### src/rtl/fft_ctrl_pkg.sv
// Shared types and sizing helpers for the FFT sequencer.
package fft_ctrl_pkg;

  typedef enum logic [2:0] {
    S_IDLE, S_LOAD, S_COEF, S_CALC, S_WAIT, S_FEED, S_DRAIN
  } state_e;

  function automatic int num_stages(input int n);
    return $clog2(n);
  endfunction

  function automatic int cnt_w(input int n);
    return $clog2(n);
  endfunction

  // Internal stage counter must reach num_stages-1 and also cover the datapath port.
  function automatic int stage_w(input int n);
    int port_w;
    int req_w;
    port_w = $clog2(n / 4);
    req_w  = $clog2($clog2(n));
    return (port_w > req_w) ? port_w : req_w;
  endfunction

endpackage

### src/rtl/fft_word_sel.sv
// Combinational N:1 word slice of the datapath output bus.
module fft_word_sel
  import fft_ctrl_pkg::*;
#(
  parameter int N   = 16,
  parameter int MSB = 16
) (
  input  logic [N*MSB-1:0]     data_i,
  input  logic [cnt_w(N)-1:0]  sel_i,
  output logic [MSB-1:0]       word_o
);

  localparam int IW = cnt_w(N);

  always_comb begin
    word_o = '0;
    for (int k = 0; k < N; k++) begin
      if (sel_i == IW'(k)) word_o = data_i[k*MSB +: MSB];
    end
  end

endmodule

### src/rtl/fft_seq_ctrl.sv
// Frame sequencer for the fft_reg_stage datapath: load, per-stage coef/calc/feed, drain.
// Optional FFT_CTRL_CYCLE_CNT_EN adds a saturating busy-cycle counter output.
module fft_seq_ctrl
  import fft_ctrl_pkg::*;
#(
  parameter int N         = 16,
  parameter int MSB       = 16,
  parameter int COEF_WAIT = N/2 + 1
) (
  input  logic                    clk,
  input  logic                    rst_n,
  input  logic                    start,
  input  logic                    in_valid,
  output logic                    in_ready,
  input  logic [MSB-1:0]          in_data,
  output logic                    out_valid,
  input  logic                    out_ready,
  output logic [MSB-1:0]          out_data,
  output logic                    done,
  output logic                    busy,
  output logic                    fill_regs,
  output logic                    start_calc,
  output logic [$clog2(N)-1:0]    addr_counter,
  output logic [$clog2(N/4)-1:0]  stage,
  output logic [MSB-1:0]          data_in,
  input  logic [N*MSB-1:0]        fft_data_out,
  input  logic                    calc_finish
`ifdef FFT_CTRL_CYCLE_CNT_EN
  ,
  output logic [15:0]             cycle_cnt
`endif
);

  localparam int NUM_STAGES = num_stages(N);
  localparam int CW = cnt_w(N);
  localparam int SW = stage_w(N);
  localparam int PW = $clog2(N/4);
  localparam int WW = (COEF_WAIT < 1) ? 1 : $clog2(COEF_WAIT + 1);

  state_e          state_q, state_d;
  logic [CW-1:0]   cnt_q, cnt_d;
  logic [WW-1:0]   wait_q, wait_d;
  logic [SW-1:0]   stage_q, stage_d;
  logic [CW-1:0]   addr_q, addr_d;
  logic [MSB-1:0]  data_q, data_d;
  logic            done_q, done_d;
  logic [CW-1:0]   sel;
  logic [MSB-1:0]  word;

  // FEED looks one word ahead because the WAIT->FEED edge already wrote word 0.
  always_comb begin
    sel = cnt_q;
    if (state_q == S_WAIT)      sel = '0;
    else if (state_q == S_FEED) sel = cnt_q + CW'(1);
  end

  fft_word_sel #(.N(N), .MSB(MSB)) u_word_sel (
    .data_i (fft_data_out),
    .sel_i  (sel),
    .word_o (word)
  );

  always_comb begin
    state_d = state_q;
    cnt_d   = cnt_q;
    wait_d  = wait_q;
    stage_d = stage_q;
    addr_d  = addr_q;
    data_d  = data_q;
    done_d  = 1'b0;
    unique case (state_q)
      S_IDLE: if (start) begin
        state_d = S_LOAD;
        stage_d = '0;
        cnt_d   = '0;
      end
      S_LOAD: if (in_valid) begin
        addr_d = cnt_q;
        data_d = in_data;
        cnt_d  = cnt_q + CW'(1);
        if (cnt_q == CW'(N-1)) begin
          state_d = S_COEF;
          wait_d  = '0;
        end
      end
      S_COEF: begin
        if (wait_q == WW'(COEF_WAIT)) state_d = S_CALC;
        else                          wait_d  = wait_q + WW'(1);
      end
      S_CALC: state_d = S_WAIT;
      S_WAIT: if (calc_finish) begin
        cnt_d = '0;
        if (stage_q == SW'(NUM_STAGES-1)) begin
          state_d = S_DRAIN;
        end else begin
          state_d = S_FEED;
          stage_d = stage_q + SW'(1);
          addr_d  = '0;
          data_d  = word;
        end
      end
      S_FEED: begin
        if (cnt_q == CW'(N-1)) begin
          state_d = S_COEF;
          wait_d  = '0;
        end else begin
          cnt_d  = cnt_q + CW'(1);
          addr_d = cnt_q + CW'(1);
          data_d = word;
        end
      end
      S_DRAIN: if (out_ready) begin
        cnt_d = cnt_q + CW'(1);
        if (cnt_q == CW'(N-1)) begin
          state_d = S_IDLE;
          done_d  = 1'b1;
        end
      end
      default: state_d = S_IDLE;
    endcase
  end

  always_ff @(posedge clk or negedge rst_n) begin
    if (!rst_n) begin
      state_q <= S_IDLE;
      cnt_q   <= '0;
      wait_q  <= '0;
      stage_q <= '0;
      addr_q  <= '0;
      data_q  <= '0;
      done_q  <= 1'b0;
    end else begin
      state_q <= state_d;
      cnt_q   <= cnt_d;
      wait_q  <= wait_d;
      stage_q <= stage_d;
      addr_q  <= addr_d;
      data_q  <= data_d;
      done_q  <= done_d;
    end
  end

  assign in_ready     = (state_q == S_LOAD);
  assign out_valid    = (state_q == S_DRAIN);
  assign out_data     = (state_q == S_DRAIN) ? word : '0;
  assign busy         = (state_q != S_IDLE);
  assign fill_regs    = (state_q == S_COEF) && (wait_q == '0);
  assign start_calc   = (state_q == S_CALC);
  assign done         = done_q;
  assign addr_counter = addr_q;
  assign data_in      = data_q;
  assign stage        = stage_q[PW-1:0];

`ifdef FFT_CTRL_CYCLE_CNT_EN
  logic [15:0] cyc_q, cyc_d;

  always_comb begin
    cyc_d = cyc_q;
    if (state_q == S_IDLE) begin
      if (start) cyc_d = '0;
    end else if (cyc_q != 16'hFFFF) begin
      cyc_d = cyc_q + 16'd1;
    end
  end

  always_ff @(posedge clk or negedge rst_n) begin
    if (!rst_n) cyc_q <= '0;
    else        cyc_q <= cyc_d;
  end

  assign cycle_cnt = cyc_q;
`endif

endmodule

### config.mk
export PLATFORM = sky130hd
export DESIGN_NAME = fft_seq_ctrl
export DESIGN_NICKNAME = d
export VERILOG_FILES = /design/src/rtl/fft_ctrl_pkg.sv /design/src/rtl/fft_word_sel.sv /design/src/rtl/fft_seq_ctrl.sv
export SDC_FILE = /design/constraint.sdc
export NUM_CORES = 1
export LEC_CHECK = 0
export BUFFER_PORTS_ARGS = -buffer_cell sky130_fd_sc_hd__buf_2
export CAP_MARGIN = 40
export CORE_AREA = 3 3 124 126
export CTS_BUF_LIST = sky130_fd_sc_hd__clkbuf_2
export DETAILED_ROUTE_END_ITERATION = 10
export DIE_AREA = 0 0 127 129
export SETUP_SLACK_MARGIN = 0.4
export SYNTH_ARGS = -nofsm -noshare
export SYNTH_HDL_FRONTEND = slang
export SYNTH_HIERARCHICAL = 1
export SYNTH_SLANG_ARGS = --single-unit
export TNS_END_PERCENT = 20
### constraint.sdc
create_clock -name clk -period 10.3 [get_ports clk]
set_clock_uncertainty 0.15 [all_clocks]
set_input_delay 0.515 -clock clk [delete_from_list [all_inputs] [get_ports clk]]
set_output_delay 0.515 -clock clk [all_outputs]
set_load 0.005 [all_outputs]
### After elaboration in Yosys (flattened, before gate mapping)

Index checks and enable logic that the tools add are counted.

* eq/ne operators: 33
* muxes and demuxes: 54
* add/subtract/negate cells: 3
* reductions and logical operators: 14

Operators with widths (count)
* $mux 16: 21
* $mux 4: 13
* $pmux 16 s3: 1
* $eq 4x4->1 const B: 10
* $pmux 4 s3: 2
* $mux 3: 7
* $pmux 3 s7: 1
* $pmux 4 s5: 1
* $eq 4x3->1 const B: 4
* $ne 2x2->1 const B: 7
* $reduce_and 6->1: 2
* $eq 3x3->1 const B: 3
* $reduce_bool 3->1: 3
* $add 4x1->4 const B: 2
* $eq 4x2->1 const B: 2
* $logic_not 4->1: 2
* $mux 2: 4
* $eq 3x2->1 const B: 2
* $reduce_and 5->1: 1
* $reduce_bool 5->1: 1
* $eq 4x1->1 const B: 1
* $ne 2x1->1 const B: 2
* $pmux 2 s2: 1
* $reduce_and 4->1: 1
* other kinds (8): 10

* bits in registers: 34
* bits of input ports: 278
* logic and storage cells: 111
* output and inout bits: 44

### Logic depth before layout (Yosys ltp)

Gate-level depths: netlist of the first run.

* word-level depth: 23
* mapped depth: 16
* mapped depth without buffers: 11

### Cells and area by module

Netlist of the first run, hierarchy kept.

Modules (own cells, without submodules)
* fft_word_sel: times used 1, cells each 354, area each 2592.5 µm²
* fft_seq_ctrl: times used 1, cells each 196, area each 2080.7 µm²

### Worst setup path before layout of the first run

Ideal clock, no wire load.

* kind: register to output
* start point: reg state_q[1]
* end point: out out_data[10]
* path slack: 6656 ps
* stages on the path, launching flop included: 14
* arrival: 2979 ps
* data required time: 9635 ps
* path buffers: 4
* cells stage by stage: dfrtp_1 -> buf_4 -> nand2b_1 -> clkbuf_1 -> buf_2 -> nor2_1 -> ha_1 -> a31oi_1 -> buf_6 -> mux4_2 -> nand2_1 -> o221ai_2 -> a221o_1 -> and2_1

* cells in the longest elaborated chain, start to end: 21
* elaborated cells on any way between the ends: 38

Ends and longest elaborated chain
* from (decl): line fft_seq_ctrl.sv:40 `state_e state_q, state_d;`
* from (signal assigned): line fft_seq_ctrl.sv:133 `state_q <= state_d;`
* $eq 3x3->1: line fft_seq_ctrl.sv:54 `else if (state_q == S_FEED) sel = cnt_q + CW'(1);`
* $mux 4: line fft_seq_ctrl.sv:54
* $mux 4 *: line fft_seq_ctrl.sv:53 `if (state_q == S_WAIT) sel = '0;`
* named net sel[0]: line fft_seq_ctrl.sv:47 `logic [CW-1:0] sel;`
* $logic_not 4->1: line fft_word_sel.sv:18 `if (sel_i == IW'(k)) word_o = data_i[k*MSB +: MSB];`
* $mux 16 (15 in a row): line fft_word_sel.sv:18
* $mux 16 *: line fft_word_sel.sv:18
* named net word[10]: line fft_seq_ctrl.sv:48 `logic [MSB-1:0] word;`
* $mux 16 *: line fft_seq_ctrl.sv:145 `assign out_data = (state_q == S_DRAIN) ? word : '0;`
* to (decl): line fft_seq_ctrl.sv:18 `output logic [MSB-1:0] out_data,`

The timed path passes the listed nets; every way through them passes the cells marked *.

### Final worst setup path of the first run

* start point: reg state_q[2]
* end point: out out_data[6]

Same word-level chain as after synthesis.

==> results of run 1 <==
-- worst register-to-register path: stages (launching register included) --
cell      delay, ns
dfrtp_1        0.79
nand2b_1       0.15
nor2_1         0.12
ha_1           0.27
a31oi_4        0.31
buf_4          0.61
buf_4          0.69
mux4_1         0.65
nand2_1        0.09
o221ai_1       0.14
a221o_1        0.42
mux2_2         0.27
mux2_2         0.26
-- layer usage --
layer	vias up	track usage
li1	2684	-
met1	2656	0.3074
met2	251	0.4085
met3	24	0.03404
met4	0	0.06120
met5	-	0
-- area by class of cell --
cell class,instances,share of cell area
Tap cell,184,0.03609
Multi-Input combinational cell,449,0.5502
Sequential cell,34,0.1334
Antenna cell,3,0.001177
Clock buffer,6,0.004708
Timing Repair Buffer,329,0.2625
Inverter,18,0.01059
Clock inverter,2,0.001373
-- flip-flops by register name, summed over array words and instances (netlist names) --
| signal | cells |
|---|---|
| addr_counter | 4 |
| cnt_q | 4 |
| data_in | 16 |
| done | 1 |
| stage | 2 |
| state_q | 3 |
| wait_q | 4 |
-- stage by stage --
| stage | power (W) | worst slack [ns] | area [um^2] | hold slack [ns] | cells |
|---|---|---|---|---|---|
| 5_1_grt | 0.002580 | 4.341 | 6379 | 0.03878 | 1025 |
| 3_5_place_dp | 0.002310 | 5.102 | 6332 | 0.3406 | 1014 |
| 4_1_cts | 0.002380 | 4.621 | 6371 | 0.02645 | 1022 |
| 2_1_floorplan | 0.001813 | 6.656 | 4673 | 0.06941 | 550 |
| 6_report | 0.002384 | 4.723 | 6379 | 0.02137 | 1025 |
| 3_3_place_gp | 0.002289 | 5.186 | 6317 | 0.3337 | 1013 |
-- power by group --
group          internal (W)  switching (W)   total, W
registers          0.000197      0.0000614   0.000259
logic              0.000897        0.00116    0.00206
clock network     0.0000167      0.0000476  0.0000643
-- cells in the mapped netlist, types with 3 or more instances --
cell type,count,area (um^2)
mux2_2,50,563.0
nand2_1,42,157.7
dfrtp_1,34,850.8
nor2_1,33,123.9
mux2i_1,31,310.3
o21ai_0,30,150.1
a21oi_1,27,135.1
o22ai_1,23,143.9
buf_2,22,110.1
mux4_2,19,427.9
nor3_1,19,95.09
and2_1,17,106.4
inv_1,16,60.06
nand2b_1,16,100.1
buf_4,14,105.1
a211oi_1,13,97.59
nor2b_1,12,75.07
nand3_1,11,55.05
o221ai_1,10,87.58
clkbuf_1,9,33.78
a221o_1,6,60.06
a221oi_1,6,52.55
and3_1,6,37.54
ha_1,6,75.07
a22oi_1,5,37.54
o31ai_1,5,37.54
a22o_1,4,35.03
buf_6,4,45.04
nand4_1,4,25.02
o311ai_0,4,35.03
or3_1,4,25.02
a211o_1,3,26.28
a2bb2oi_1,3,26.28
nor3b_1,3,22.52
o21a_1,3,22.52
o21ai_1,3,15.01
o2bb2ai_1,3,26.28
-- final timing paths --
check                             from  slack [ns]  cells after the start           to
setup / recovery            state_q[2]        4.72                     12  out_data[6]
hold / removal                   rst_n        0.02                      1   state_q[2]
setup reg to reg            state_q[2]        5.29                     12   data_in[6]
hold reg to reg            data_in[15]        0.38                      1  data_in[15]
max in group asynchronous        rst_n        9.47                      1  data_in[11]
min in group clk             out_ready        0.22                      2         done
-- cells by family after synthesis --
logic type               after synthesis
XOR/XNOR                               1
adder cells (fa/ha/maj)                7
multiplexers                         103
buffers and inverters                 67
flip-flops                            34
AO/OA/AOI/OAI                        162
AND/OR/NAND/NOR                      176
==> results.cfg, run 1 <==
[status]
status = finished clean

[timing]
finalSetupViolations = 0
slew_headroom = 0.4622
finalSetupTns_ns = 0
slew_viol_final = 0
hold_violations = 0
fmax_mhz = 179.3
post-route-period-util = 0.5414
tightest_slew_ns = 0.8067
rsz0062_at_grt = no
min_period_ns = 5.577

[layout]
seqCellArea_um2 = 850.8
final_nets = 1121
area.growth.synth_to_final_pct = 36.49
fill_cells = 1527
drive_gt1_frac = 0.5000
final_common_cell = buf_2
layout.cells.most_common_list = buf_2, mux2_2, nand2_1
utilization = 0.4422
multi_input_area_mm2 = 0.003510

[power_and_ir_drop]
vdd_ir_drop_max_mv = 0.2249
p_per_area_mw_per_mm2 = 373.8
power.leakage_nw = 3.090

[critical_path]
timing.critical_path.buf_inv = 3
crit_required_ns = 9.64
arrival_ns = 4.91
cpPeakStageDelay_ns = 0.79
crit_top_cell = buf_4
critical_path.top_delay_family = buffers and inverters
crit_path_max_fanout = 62
cp-start-kind = flop
slowest_stage = dfrtp_1
crit_type = flop to output pin
cp-end-kind = output pin
crit_chain = nand2b_1 -> nor2_1 -> ha_1 -> a31oi_4 -> buf_4 -> buf_4 -> mux4_1 -> nand2_1 -> o221ai_1 -> a221o_1 -> and2_1 -> buf_2

[floorplan]
rows = 44
die_h_um = 129
dieWidth_um = 127
ioPinCount = 322
die_area_mm2 = 0.01638
core_mm2 = 0.01442
start_util = 0.3240

[clock_network]
cts_inserted_buffers = 5
cts_resized = 0
htreeDepth = 2
insertion_delay_ns = 0.40
post_cts.repair.setup_buffers = 0
numClockSinks = 34
cts_buffer_depth = 2
cts_tree = done
ctsHoldBuffers = 0
clockRootBuffer = clkbuf_2
clk_pin_slew_ns = 0.18

[place]
hpwl_um = 16800
numPortBuffers = 321
gp_congestion = 0.8587

[logic_synthesis]
yosys.area_share.simple = 0.1925
synth.net_count = 834
syn_inst = 550
ys.flop_type = dfrtp_1
synth_edf_count = 0
ys_warn_count = 6
synth_fa_ha_area_frac = 0.01821
ys_seq_area_frac = 0.1821
muxShareOfSynthArea = 0.2905
syn-cell-area_mm2 = 0.004673
synth_compound_area_frac = 0.2375
synth_top_family_by_area = multiplexers
ys_types = 60
synthArstFlopShare = 1.000
synth_xor_area_frac = 0.001874
avgSynthCellArea_um2 = 8.497
synth_seq_cells = 34

[route]
drc = 0
top_layer_used = met4
avgViaCountPerCell = 5.478
wl_per_cell_um = 20.29
vias = 5615
detailedRoute.firstIterationViolations = 406
dr.pass1.iters = 5
dr_wl_met2_um = 10340
ant_nets = 0
route.met3.wl_um = 1538
met1Wirelength_um = 8547
drt_wl_total_um = 20800

[global_route]
antenna_found_initial = 3
grt-ovfl-total = 0
grt_pass1_wl_um = 30300
grt_pass1_vias = 5450
grt_max_degree = 63
grt_usage = 0.2352

[flow_run]
maxCapViolations = 0

[hold_path]
hold_path_class = input pin to async pin
(Power assumes the default switching activity.)
==> run 2, diff against run 1 <==
--- a/config.mk
+++ b/config.mk
@@ -5,12 +5,13 @@
 export SDC_FILE = /design/constraint.sdc
 export NUM_CORES = 1
 export LEC_CHECK = 0
+export ABC_AREA = 1
 export BUFFER_PORTS_ARGS = -buffer_cell sky130_fd_sc_hd__buf_2
 export CAP_MARGIN = 40
-export CORE_AREA = 3 3 124 126
+export CORE_AREA = 3 3 125 127
 export CTS_BUF_LIST = sky130_fd_sc_hd__clkbuf_2
 export DETAILED_ROUTE_END_ITERATION = 10
-export DIE_AREA = 0 0 127 129
+export DIE_AREA = 0 0 128 130
 export SETUP_SLACK_MARGIN = 0.4
 export SYNTH_ARGS = -nofsm -noshare
 export SYNTH_HDL_FRONTEND = slang
==> constraint.sdc (replaced) <==
create_clock -name clk -period 4.7 [get_ports clk]
set_clock_uncertainty 0.15 [all_clocks]
set_input_delay 0.235 -clock clk [delete_from_list [all_inputs] [get_ports clk]]
set_output_delay 0.235 -clock clk [all_outputs]
set_load 0.005 [all_outputs]
==> run 2 against run 1 <==
Sequential share of layout area rose by 0.070 points. Worst hold slack got worse by 0.017 ns. Clock power rose by 120%. Core utilization fell by 0.50 points. Non-clock buffer count rose by 21. First-iteration DRC count fell by 8.6%. Critical path depth rose by 8. Count of clock-buffer cells in the layout fell by 1. Global-route usage rose by 0.49 points. Total power rose by 8.1%. Wire length rose by 2.9%. Register-to-register slack got worse by 4.1 ns.
==> results.cfg, run 2 <==
[status]
status = finished clean

[logic_synthesis]
muxShareOfSynthArea = 0
synth_seq_cells = 34
ys_warn_count = 6
synth_edf_count = 0
ys_types = 30
syn-cell-area_mm2 = 0.004379
synth_common_cells = nand2_1, nor2_1, inv_1
syn_inst = 820
synth.net_count = 1104
netlist.area_leader.share = 0.2717
yosys.area_share.simple = 0.5871
synth_fa_ha_area_frac = 0.01714
ys.flop_type = dfrtp_1
ys_seq_area_frac = 0.1943
synth_top_family_by_area = simple AND/OR/NAND/NOR gates
synth_xor_area_frac = 0.004000
synth_area_leaders = nand2_1, dfrtp_1, nand3_1, nor2_1, inv_1
synthArstFlopShare = 1.000
avgSynthCellArea_um2 = 5.340
synth_most_common_cell = nand2_1
yosys.area.top_type = nand2_1
synth_compound_area_frac = 0.06600

[layout]
drive_gt1_frac = 0.3389
largest_reg_flops = 16
final_nets = 1432
final_common_cell = buf_2
area.growth.synth_to_final_pct = 45.11
fill_cells = 1679
layout.cells.most_common_list = buf_2, nand2_1, inv_1
final_cell_area_mm2 = 0.006355

[clock_network]
cts_tree = done
clockRootBuffer = clkbuf_2
numClockSinks = 34
cts_inserted_buffers = 5
clk_pin_slew_ns = 0.21
insertion_delay_ns = 0.37
cts_buffer_depth = 2
htreeDepth = 2

[floorplan]
rows = 44
die_area_mm2 = 0.01664
ioPinCount = 322
dieWidth_um = 128
start_util = 0.3013
die_h_um = 130
core_mm2 = 0.01453

[route]
ant_nets = 0
wl_per_cell_um = 16.05
top_layer_used = met4
met1Wirelength_um = 8629
avgViaCountPerCell = 4.815
route.met3.wl_um = 1545
dr_wl_met2_um = 10620
drt_wl_total_um = 21410
dr.pass1.iters = 6
detailedRoute.firstIterationViolations = 371
vias = 6423
drc = 0

[timing]
min_period_ns = 3.986
fmax_mhz = 250.9
rsz0062_at_grt = no
slew_viol_final = 0
fin_ws_ns = 0.7144
slew_headroom = 0.4490
finalSetupViolations = 0
post-route-period-util = 0.8480
tightest_slew_ns = 0.8266
finalSetupTns_ns = 0
hold_violations = 0

[critical_path]
cp-start-kind = flop
cp-end-kind = output pin
crit_required_ns = 4.32
crit_path_start = state_q[1]
reg2reg_slack_ns = 1.24
r2r-end = data_in[9]
endpoint = out_data[9]
crit_type = flop to output pin
reg2reg_depth = 21
crit_path_max_fanout = 17
arrival_ns = 3.60
r2r_start = state_q[1]

[place]
hpwl_um = 17750
dp_slack_ns = 0.7119
gp_congestion = 0.9412
numPortBuffers = 321
placed_area_mm2 = 0.006118

[flow_run]
maxCapViolations = 0

[power_and_ir_drop]
p_per_area_mw_per_mm2 = 405.6
vdd_ir_drop_max_mv = 0.1726
power.leakage_nw = 3.684
p_total_w = 0.002578

[global_route]
antenna_found_initial = 2
grt_pass1_vias = 5984
grt-ovfl-total = 0
grt_max_degree = 41
grt_pass1_wl_um = 31340
grt_usage = 0.2401

[hold_path]
hold_path_class = input pin to flop
run 2: cell types whose count changed after synthesis, moves of 13 or more:
cell / before / now
nand2_1: 42 / 317
nand2b_1: 16 / 0
and2_1: 17 / 0
nand3_1: 11 / 81
mux4_2: 19 / 0
mux2i_1: 31 / 0
inv_1: 16 / 96
nor2_1: 33 / 97
nand4_1: 4 / 41
o22ai_1: 23 / 0
a211oi_1: 13 / 0
mux2_2: 50 / 0
run 2: through the flow:
stage          hold WS [ns]  cells  utilization
3_3_place_gp         0.2271   1307       0.4210
3_5_place_dp         0.2314   1307       0.4210
6_report           0.004313   1334       0.4372
2_1_floorplan       -0.2106    820            -
5_1_grt            0.007343   1334       0.4372
4_1_cts            0.002986   1326       0.4324
run 2: worst min-delay path by stage:
| stage | start | endpoint | slack [ns] | depth (start not counted) |
|---|---|---|---|---|
| 6_report | in_data[13] | data_in[13] | 0.004 | 5 |
| 5_1_grt | in_data[8] | data_in[8] | 0.007 | 5 |
| 4_1_cts | in_data[13] | data_in[13] | 0.003 | 5 |
| 3_5_place_dp | rst_n | data_in[0] | 0.23 | 1 |
| 3_3_place_gp | rst_n | data_in[0] | 0.23 | 1 |
| 2_1_floorplan | rst_n | addr_counter[0] | -0.21 | 0 |
run 2: cell families (layout without fill, tap and decap cells):
family / count (synthesis) / in the layout
AO/OA/AOI/OAI: 57 / 57
XOR/XNOR: 2 / 2
adder cells (fa/ha/maj): 6 / 6
buffers and inverters: 133 / 461
flip-flops: 34 / 34
other: 0 / 2
AND/OR/NAND/NOR: 588 / 588
run 2: critical path: stages (launching register included):
cell	delay [ns]
dfrtp_1	0.58
inv_2	0.13
nand3_2	0.13
inv_2	0.05
ha_1	0.28
nor2_2	0.08
inv_1	0.15
nand2_1	0.16
nor2_4	0.38
inv_2	0.13
o21ai_1	0.10
inv_1	0.05
nand2_1	0.10
nand3_1	0.08
nand2_1	0.06
nand4_1	0.17
nor2_1	0.24
nand4_1	0.11
inv_1	0.08
nor2_1	0.04
buf_2	0.14
run 2: report_power, final:
group | switching (W) | internal, W | leakage [nW]
sequential | 0.000105 | 0.000407 | 0.434
clock | 0.000107 | 0.0000323 | 0.0286
combinational | 0.00125 | 0.000680 | 3.22
total | 0.00146 | 0.00112 | 3.68
run 2: layout make-up:
type,count,area [um^2],share of cell area
multi-input cells,653,2973,0.4678
repair buffers,350,1867,0.2938
flip-flops and latches,34,852.1,0.1341
inverters,104,392.9,0.06182
well taps,184,230.2,0.03623
clock buffers,5,25.02,0.003938
clock inverters,2,10.01,0.001575
diodes,2,5.005,0.0007876
run 2: what timing repair did:
action                                 in CTS  in global routing
buffers inserted                            1                  5
endpoints found under the hold margin      44                  1
setup endpoints to repair                  14                 14
pin swaps                                   1                  3
hold buffers                               11                  1
resized for setup                           4                  2
run 2: metal layers:
| layer | global-route usage | up-vias |
|---|---|---|
| met2 | 0.4301 | 296 |
| met1 | 0.2990 | 2847 |
| li1 | - | 3236 |
| met5 | 0 | - |
| met3 | 0.03357 | 44 |
| met4 | 0.07366 | 0 |
==> run 3, diff against run 2 <==
==> constraint.sdc (replaced) <==
create_clock -name clk -period 3.3 [get_ports clk]
set_clock_uncertainty 0.15 [all_clocks]
set_input_delay 0.165 -clock clk [delete_from_list [all_inputs] [get_ports clk]]
set_output_delay 0.165 -clock clk [all_outputs]
set_load 0.005 [all_outputs]
==> run 3 against run 2 <==
The run now ends with negative setup slack left. First-iteration DRC count increased by 6.5%. Core utilization is 4.6 points higher. Total power is 63% higher. Worst hold slack better by 0.12 ns. Worst setup slack worse by 0.77 ns. Flip-flop and latch count stayed put. Wire length up 4.9%. Sequential share of layout area shrank 1.3 points. Critical path type unchanged. Largest cell class unchanged. Largest power group unchanged. Highest routed layer is now met5.
==> results.cfg, run 3 (synthesized netlist as in run 2, its figures left out) <==
[route]
wl_per_cell_um = 16.23
vias = 6621
drc = 0
ant_nets = 0
dr.pass1.iters = 6
detailedRoute.firstIterationViolations = 395
avgViaCountPerCell = 4.784
drt_wl_total_um = 22460

[clock_network]
cts_inserted_buffers = 5
numClockSinks = 34
htreeDepth = 2
clk_pin_slew_ns = 0.17
cts_tree = done
cts_buffer_depth = 2
insertion_delay_ns = 0.37
clockRootBuffer = clkbuf_2

[layout]
final_common_cell = buf_2
largest_reg_flops = 16
fin_cells = 1384
final_cell_area_mm2 = 0.007027
layout.cells.most_common_list = buf_2, nand2_1, inv_1
fill_cells = 1587
drive_gt1_frac = 0.3930
area.growth.synth_to_final_pct = 60.46
final_nets = 1479

[timing]
tightest_slew_ns = 0.8212
slew_viol_final = 0
finalSetupViolations = 4
fin_ws_ns = -0.05458
min_period_ns = 3.355
hold_violations = 0
slew_headroom = 0.4525
finalSetupTns_ns = -0.1139
post-route-period-util = 1.017
rsz0062_at_grt = yes
fmax_mhz = 298.1

[critical_path]
crit_required_ns = 2.98
cp-start-kind = flop
slowest_stage = dfrtp_1
cp.depth = 21
timing.critical_path.buf_inv = 5
arrival_ns = 3.04
critical_path.top_delay_family = simple AND/OR/NAND/NOR gates
r2r-end = data_in[6]
crit_top_cell = nand2_1
crit_chain = buf_4 -> nand3_1 -> nand2_1 -> nand2_1 -> o21ai_2 -> buf_4 -> nor2_4 -> buf_12 -> nand3_1 -> nand2_1 -> nor2_1 -> nand3_1 -> nand2_1 -> nand3_2 -> nand2_1 -> nand4_1 -> nor2_2 -> nand4_1 -> inv_1 -> nor2_1 -> buf_2
cpPeakStageDelay_ns = 0.47
r2r_start = cnt_q[0]
crit_type = flop to output pin
reg2reg_depth = 20
cp-end-kind = output pin
crit_path_start = cnt_q[0]
crit_path_max_fanout = 28
reg2reg_slack_ns = 0.39
endpoint = out_data[11]

[global_route]
antenna_found_initial = 6
grt_pass1_vias = 6189
grt_pass1_wl_um = 32640
grt_usage = 0.2500
grt_max_degree = 35
grt-ovfl-total = 0

[power_and_ir_drop]
power.leakage_nw = 3.980
p_per_area_mw_per_mm2 = 596.6
vdd_ir_drop_max_mv = 0.3608

[place]
gp_congestion = 0.9234
placed_area_mm2 = 0.006346
dpl.cell_count = 1334
numPortBuffers = 321
hpwl_um = 18110
dp_slack_ns = -0.1238

[floorplan]
die_h_um = 130
die_area_mm2 = 0.01664
ioPinCount = 322
start_util = 0.3013
core_mm2 = 0.01453
rows = 44
dieWidth_um = 128

[flow_run]
maxCapViolations = 0

[hold_path]
hold_path_class = input pin to flop

[status]
failed_checks = negative setup slack
status = finished, violations left
==> run 3: cell types whose count changed in the layout (fill, tap and decap cells not counted), sizes merged <==
cell	previous run	this run
buf	338	379
dlygate4sd3	12	18
clkinvlp	0	1
diode	2	4
clkbuf	5	6
inv	103	102
==> run 3: metal layers <==
layer	track usage	wire, um
met5	0	11
met4	0.06117	373
met3	0.04625	1602
met2	0.4572	11400
met1	0.3031	9074
==> run 3: what timing repair did <==
item / 4_1_cts / 5_1_grt
buffers inserted: 15 / 5
endpoints found under the hold margin: 51 / 0
pin swaps: 26 / 24
hold buffers: 18 / 0
gates cloned: 0 / 0
resized for setup: 49 / 35
endpoints found under the setup margin: 32 / 32
==> run 3: through the flow <==
step,hold slack (ns),utilization,power [W]
2_1_floorplan,-0.2806,-,0.002509
3_3_place_gp,0.1482,0.4361,0.003559
3_5_place_dp,0.1450,0.4366,0.003580
4_1_cts,0.08476,0.4708,0.004065
5_1_grt,0.1243,0.4835,0.004576
6_report,0.1206,0.4835,0.004192
==> run 3: where the power goes <==
part / leakage (nW) / switching (W) / internal (W)
sequential: 0.435 / 0.000108 / 0.000580
combinational: 3.51 / 0.00203 / 0.00128
clock: 0.0304 / 0.000146 / 0.0000522
total: 3.98 / 0.00228 / 0.00191
==> run 3: how the worst min path moves through the flow <==
stage / slack [ns] / endpoint / cells after the start / start
floorplan: -0.28 / addr_counter[0] / 0 / rst_n
global placement: 0.15 / data_in[0] / 1 / rst_n
detailed placement: 0.14 / data_in[0] / 1 / rst_n
CTS: 0.08 / data_in[14] / 7 / fft_data_out[254]
global route: 0.12 / data_in[7] / 7 / fft_data_out[215]
finish: 0.12 / data_in[13] / 7 / fft_data_out[253]
==> run 3: area by class of cell <==
| class | count | area [um^2] | area share |
|---|---|---|---|
| Timing Repair Buffer | 397 | 2321 | 0.3303 |
| Multi-Input combinational cell | 653 | 3169 | 0.4510 |
| Sequential cell | 34 | 850.8 | 0.1211 |
| Clock inverter | 2 | 8.758 | 0.001246 |
| Antenna cell | 4 | 10.01 | 0.001425 |
| Clock buffer | 6 | 30.03 | 0.004274 |
| Tap cell | 184 | 230.2 | 0.03276 |
| Inverter | 104 | 406.6 | 0.05787 |
==> run 3: worst reg2reg max path: stages (launching register included) <==
cell and delay (ns):
dfrtp_1 0.47, ha_4 0.29, inv_2 0.04, o21ai_2 0.10
buf_4 0.13, buf_8 0.14, inv_6 0.05, nand2_4 0.08
nor2_4 0.05, buf_12 0.14, buf_6 0.12, nand2_1 0.05
nand4_1 0.09, nand2_1 0.09, nand4_1 0.12, nor3_2 0.23
nand4_1 0.19, inv_1 0.11, o21ai_0 0.09, nand2_1 0.08
nand2_1 0.05
